File: config.mk
export PLATFORM = sky130hd
export DESIGN_NAME = control_unit
export DESIGN_NICKNAME = d
export VERILOG_FILES = /design/src/rtl/control_unit.sv
export SDC_FILE = /design/constraint.sdc
export NUM_CORES = 1
export LEC_CHECK = 0
export ABC_AREA = 1
export CAP_MARGIN = 15
export CORE_MARGIN = 3
export CORE_UTILIZATION = 35
export CTS_BUF_LIST = sky130_fd_sc_hd__clkbuf_4
export DETAILED_ROUTE_END_ITERATION = 12
export PLACE_DENSITY = 0.66
export SLEW_MARGIN = 15
export SYNTH_ARGS = -nofsm -noshare
export SYNTH_HDL_FRONTEND = slang
export SYNTH_SLANG_ARGS = --single-unit
File: constraint.sdc
create_clock -name clk -period 2.9 [get_ports clk]
set_input_delay 0.58 -clock clk [delete_from_list [all_inputs] [get_ports clk]]
set_output_delay 0.58 -clock clk [all_outputs]
set_load 0.02 [all_outputs]
File: src/rtl/control_unit.sv
// control_unit: multi-cycle FETCH/DECODE/EXECUTE/WRITEBACK sequencer for a 16-bit ISA.
module control_unit #(
    parameter int PC_W = 8
) (
    input  logic            clk,
    input  logic            reset,
    input  logic [15:0]     Instr,
    input  logic            Zero,
    output logic [PC_W-1:0] PC,
    output logic [2:0]      AddrR1,
    output logic [2:0]      AddrR2,
    output logic [2:0]      AddrW,
    output logic            W_R,
    output logic [2:0]      AluOp,
    output logic            SelImm,
    output logic [7:0]      Imm,
    output logic            Halt,
    output logic            Err
);
    typedef enum logic [2:0] {FETCH, DECODE, EXECUTE, WRITEBACK, HALT} state_t;
    state_t state, nextState;
    logic [15:0] ir;
    logic        taken, errReg;
    logic [3:0]  op;
    logic        illegal, writes, jump, active;
    assign op      = ir[15:12];
    assign illegal = op >= 4'd10 && op <= 4'd14;
    assign writes  = op >= 4'd1 && op <= 4'd7;
    assign jump    = op == 4'd8 || (op == 4'd9 && taken);
    always_ff @(posedge clk) begin
        if (reset) begin
            state  <= FETCH;
            PC     <= '0;
            ir     <= '0;
            taken  <= 1'b0;
            errReg <= 1'b0;
        end else begin
            state <= nextState;
            if (state == FETCH) ir <= Instr;
            if (state == DECODE && illegal) errReg <= 1'b1;
            if (state == EXECUTE) taken <= op == 4'd9 && Zero;
            if (state == WRITEBACK) PC <= jump ? PC_W'(ir[7:0]) : PC + PC_W'(1);
        end
    end
    always_comb begin
        nextState = state == FETCH     ? DECODE :
                    state == DECODE    ? (op == 4'hF ? HALT : EXECUTE) :
                    state == EXECUTE   ? WRITEBACK :
                    state == WRITEBACK ? FETCH : HALT;
    end
    always_comb begin
        active = state == DECODE || state == EXECUTE || state == WRITEBACK;
        AddrR1 = active ? ir[8:6] : 3'd0;
        AddrR2 = active ? ir[5:3] : 3'd0;
        W_R    = state == WRITEBACK && writes;
        AddrW  = W_R ? ir[11:9] : 3'd0;
        SelImm = state == WRITEBACK && op == 4'd6;
        AluOp  = op == 4'd1 ? 3'b000 :
                 op == 4'd2 ? 3'b001 :
                 op == 4'd3 ? 3'b010 :
                 op == 4'd4 ? 3'b011 :
                 op == 4'd5 ? 3'b100 :
                 op == 4'd7 ? 3'b101 :
                 op == 4'd6 ? 3'b110 : 3'b000;
        Imm    = ir[7:0];
        Halt   = state == HALT;
        // The flag shows already in DECODE; the register keeps it afterwards.
        Err    = errReg || (state == DECODE && illegal);
    end
endmodule

# Yosys cells after proc, flatten, opt, wreduce, memory -nomap -nowiden
# Index checks and enable logic that the tools add are counted.
[classes]
n_mux = 16
add_sub_neg = 1
n_eq_ne = 14
reduce_logical = 13
magnitude_cmp = 4
[ops]
columns = ["cell", "count"]
rows = [
  ["$mux 3", 14],
  ["$eq 4x3->1 const B", 4],
  ["$eq 4x4->1 const B", 3],
  ["$add 8x1->8 const B", 1],
  ["$eq 4x2->1 const B", 2],
  ["$mux 8", 1],
  ["$logic_and 1x1->1", 7],
  ["$eq 3x2->1 const B", 2],
  ["$eq 4x1->1 const B", 1],
  ["$ge 4x1->1 const B", 1],
  ["$ge 4x4->1 const B", 1],
  ["$le 4x3->1 const B", 1],
  ["$le 4x4->1 const B", 1],
  ["$logic_or 1x1->1", 4],
  ["$eq 3x1->1 const B", 1],
  ["$eq 3x3->1 const B", 1],
  ["$logic_not 3->1", 1],
  ["$reduce_or 2->1", 1],
  ["$mux 1", 1],
]
[word_totals]
wordCells = 54
in_bits = 19
output_inout_bits = 32
ff_bits = 29

# Depth between registers and ports, before layout
[logic_depth]
ltp_word = 8
depth_mapped = 8

# Worst setup path after synthesis
# OpenSTA, ideal clock, no wires.
[synth_path]
path_type = "register to output"
from = "register ir[12]"
to = "output port AluOp[1]"
arrival_time_ns = 1.280
path_slack_ns = 1.040
n_path_buf = 0
stages_incl_launch_ff = 3
path_cell_list = "dfxtp_1 -> nand2_1 -> o311ai_0"
[synth_between]
elab_chain_cells = 8
[synth_lines]
columns = ["element", "line_no", "source"]
rows = [
  ["start: declaration", "22", "logic [15:0] ir;"],
  ["start signal: assignment", "39", "if (state == FETCH) ir <= Instr;"],
  ["$eq 4x3->1", "64", "op == 4'd6 ? 3'b110 : 3'b000;"],
  ["$mux 3", "64", ""],
  ["$mux 3", "63", "op == 4'd7 ? 3'b101 :"],
  ["$mux 3", "62", "op == 4'd5 ? 3'b100 :"],
  ["$mux 3", "61", "op == 4'd4 ? 3'b011 :"],
  ["$mux 3", "60", "op == 4'd3 ? 3'b010 :"],
  ["$mux 3", "59", "op == 4'd2 ? 3'b001 :"],
  ["$mux 3 (*)", "58", "AluOp = op == 4'd1 ? 3'b000 :"],
  ["end: declaration", "14", "output logic [2:0] AluOp,"],
]
# Mark *: on every way between the ends. The rest lies on a longest branch, timed or not.

# Worst setup path in the final report
[layout_path]
from = "register state[1]"
to = "output port AddrW[1]"
[layout_between]
elab_chain_cells = 3
[layout_lines]
columns = ["element", "line_no", "source"]
rows = [
  ["start: declaration", "21", "state_t state, nextState;"],
  ["start signal: assignment", "38", "state <= nextState;"],
  ["$eq 3x2->1", "55", "W_R = state == WRITEBACK && writes;"],
  ["$logic_and 1x1->1", "55", ""],
  ["$mux 3", "56", "AddrW = W_R ? ir[11:9] : 3'd0;"],
  ["end: declaration", "12", "output logic [2:0] AddrW,"],
]
# No other way between the ends.

==> reports/results.txt <==
The synthesized netlist occupies a cell area of 1520 um^2. For the final routed database, the setup TNS stands at 0 ns. The number of slew-limit violations in the final report came out at 0. The final-stage net count is 290, and the reported max-cap violation count is 0. The filler cell count in the final layout was 429; the worst endpoint required time was 2.32 ns. The critical path in this run is classified as flip-flop to primary output. The cell sitting at the root of the clock tree is a clkbuf_4.

The async set-or-reset flop fraction in the synthesized netlist is 0, and the register bit count reported by yosys is 29. After detailed routing, the average wire length per cell comes to 11.0 um. The mean instance size in the synthesized netlist works out to 6.71 um^2. The classification of the worst-slack hold path is flip-flop to flip-flop. The unique cell type count in the Yosys netlist is 26.

The run gives 313 as the instance count after placement with tap cells included. STA classifies the critical path endpoint as a primary output. Derived from the worst setup path, the maximum achievable clock frequency is 371 MHz. Summed over all cells, the static leakage comes to 0.847 nW. By area, the combinational part of the netlist is dominated by simple AND/OR/NAND/NOR gates. The post-synthesis sequential area ratio was 0.381. Once the clock tree was built, the resizer swapped 0 gates to a different size. In the post-synthesis netlist, the biggest area contributors are dfxtp_1 (38%), nor2_1 (10%), a21oi_1 (8.2%). The number of synthesized flops with an enable pin is 0.

For the via count of the first global-routing pass, the log shows 1341. The run gives 1.51 mW as the total power of the final layout. The share of post-route cells with drive strength above 1 is 0.0738, and the total nets after synthesis is 247. In this run the number of H-tree levels came out at 2. The count of endpoints failing hold in the final timing report was 0. Among all cell types in the netlist, the one instantiated most often is nor2_1. The number of hold buffers added after CTS was 0; the area growth from synthesis to final layout was 34.2%.

The global-route total usage across every layer is 0.148, and the half-perimeter wire length after detailed placement is 2.64 mm. Counting every instance in the synthesized netlist gives 227. The number of sinks on the clock net was 29. The critical-path maximum fanout is 11. The flow ran to the end, and the final reports show no timing, DRC or antenna violations. Setup repair after global routing left no endpoint under its margin. The clock-pin slew on the worst setup and hold paths was 0.09 ns. The logs give 0.501 for the final core area utilization and 321 for the final instance count without filler cells. The tools report the count of buffers added by post-CTS timing repair for setup as 0.

For the worst setup path, the data arrival time is 2.11 ns. The full die area is 5180 um^2, and the post-route fraction of the period consumed by the critical path is 0.929. The worst-case IR drop observed on VDD is 297 uV. Largest area contributor in the netlist: dfxtp_1. Counting instances in the post-synthesis netlist gives the leading cell types as nor2_1 (41), inv_1 (32), nand2_1 (32).

At the end of routability-driven placement, the weighted congestion stood at 0.835. TritonCTS built the clock tree. The largest buffer count on any clock path was 2; the number of antenna violations at the first check in global routing was 0. After detailed routing, the total wire length is 3.52 mm.

51 I/O pins were placed. Buffers placed on the I/O ports in this run total 50. The global-route wire length before repair is 6.04 mm, and the number of warnings printed during yosys synthesis is 0. The minimum clock period after layout was 2.69 ns. Initial standard-cell utilization of the core: 0.373. The setup-violating endpoint count in the final report was 0. For the largest net degree at the start of global routing, the log shows 33. The post-synthesis adder-cell area fraction came out at 0.00821.

Once detail routing completed, the nets flagged for antenna violations numbered 0. The floorplan has 23 rows. Summing over every cut layer, the via total after detailed routing is 1480. The DRC violations left is 0. For the count of routing violations after the opening detailed-route iteration, the log shows 43. The main flop type after synthesis is dfxtp_1.

Area share of and/or/nand/nor cells after synthesis: 0.261. For the number of buffers created by CTS, the log shows 5. For this run the aggregate overflow at the end of global routing stands at 0. The clock insertion delay at the later pin of the skew report was 0.31 ns. Share of the synthesized netlist area taken by xor and xnor gates: 0.0115. The die is 72.0 um tall.

The width of the chip was 72.0 um; the share of the synthesized area in compound gates (AO/OA/AOI/OAI) was 0.181. For the final setup slack of the worst path, the log shows 0.207 ns. The antenna diode count is 0.

For the pin with the worst max-slew slack, the measured transition is 0.496 ns. For the core box area, the log shows 4090 um^2. Critical path startpoint category: a flip-flop.

Dividing total power by cell area gives a power density of 740 nW/um^2. Between clock sinks in the finished design, the worst skew comes to 0.00873 ns. At the placement stage, the worst setup path has a slack of 0.548 ns.

After detailed routing, the number of vias per cell comes to 4.61. The first TritonRoute pass finished after 4 iterations. Relative max-transition margin: 0.669. The portion of netlist area occupied by mux cells is 0, and the proportion of netlist area held by the largest area contributor is 0.381.
==> layer usage <==
metal / global-route usage / up-vias / routed length (um) / part of all wire
li1: - / 803 / - / -
met1: 0.195 / 634 / 1730 / 0.49
met2: 0.226 / 36 / 1570 / 0.45
met3: 0.0388 / 7 / 155 / 0.044
met4: 0.0668 / 0 / 63 / 0.018
met5: 0 / - / 0 / 0
==> layout by cell type (no fill, tap or decap), drive strengths merged <==
master | synthesis | layout
nand3 | 12 | 12
nand2 | 33 | 33
xor2 | 2 | 2
ha | 1 | 1
inv | 36 | 36
clkdlybuf4s50 | 0 | 50
dfxtp | 29 | 29
nand3b | 1 | 1
clkinv | 1 | 1
o311ai | 1 | 1
a21oi | 25 | 25
o21ai | 22 | 22
clkbuf | 0 | 8
nor2 | 44 | 44
nand4 | 1 | 1
o211ai | 3 | 3
nor3 | 2 | 2
==> cell families after synthesis <==
family | count (synthesis)
AOI/OAI and AO/OA | 51
xor gates and xnor gates | 2
adders and majority gates | 1
buffers and inverters | 51
DFF | 29
and+or+nand+nor | 93
==> registers in the layout, summed over array words and instances (netlist names) <==
signal / count
PC: 8
errReg: 1
ir: 16
state: 3
taken: 1
==> cell type report <==
class,count,area [um^2],area share
Timing Repair Buffer,50,500,0.245
Inverter,37,139,0.0679
Multi-Input combinational cell,147,703,0.344
Sequential cell,29,581,0.284
Tap cell,50,62.6,0.0306
Clock buffer,8,60.1,0.0294
==> worst max-delay path, cell delays in order (launching register included) <==
cell	delay, ns
dfxtp_1	0.45
nand3_2	0.22
clkinv_1	0.26
nand3_2	0.15
nor2_1	0.11
clkdlybuf4s50_1	0.61
==> per-stage QoR <==
stage / instance area, um^2 / hold slack [ns]
floorplan: 1520 / 0.430
global placement: 1990 / 0.446
detailed placement: 1990 / 0.449
CTS: 2050 / 0.463
global route: 2050 / 0.478
finish: 2050 / 0.458
==> report_power, final <==
group / leakage [nW] / switching [mW] / internal (mW)
Sequential: 0.239 / 0.0704 / 0.491
Clock: 0.0368 / 0.131 / 0.125
Combinational: 0.571 / 0.427 / 0.269
==> final timing paths <==
kind / start / end / slack [ns] / depth (start not counted)
worst max-delay path: state[1] / AddrW[1] / 0.21 / 5
worst min-delay path: errReg / errReg / 0.46 / 2
worst max register to register: state[2] / PC[2] / 1.51 / 6
worst min register to register: errReg / errReg / 0.46 / 2
No activity file was read; power rests on OpenSTA's default activity.
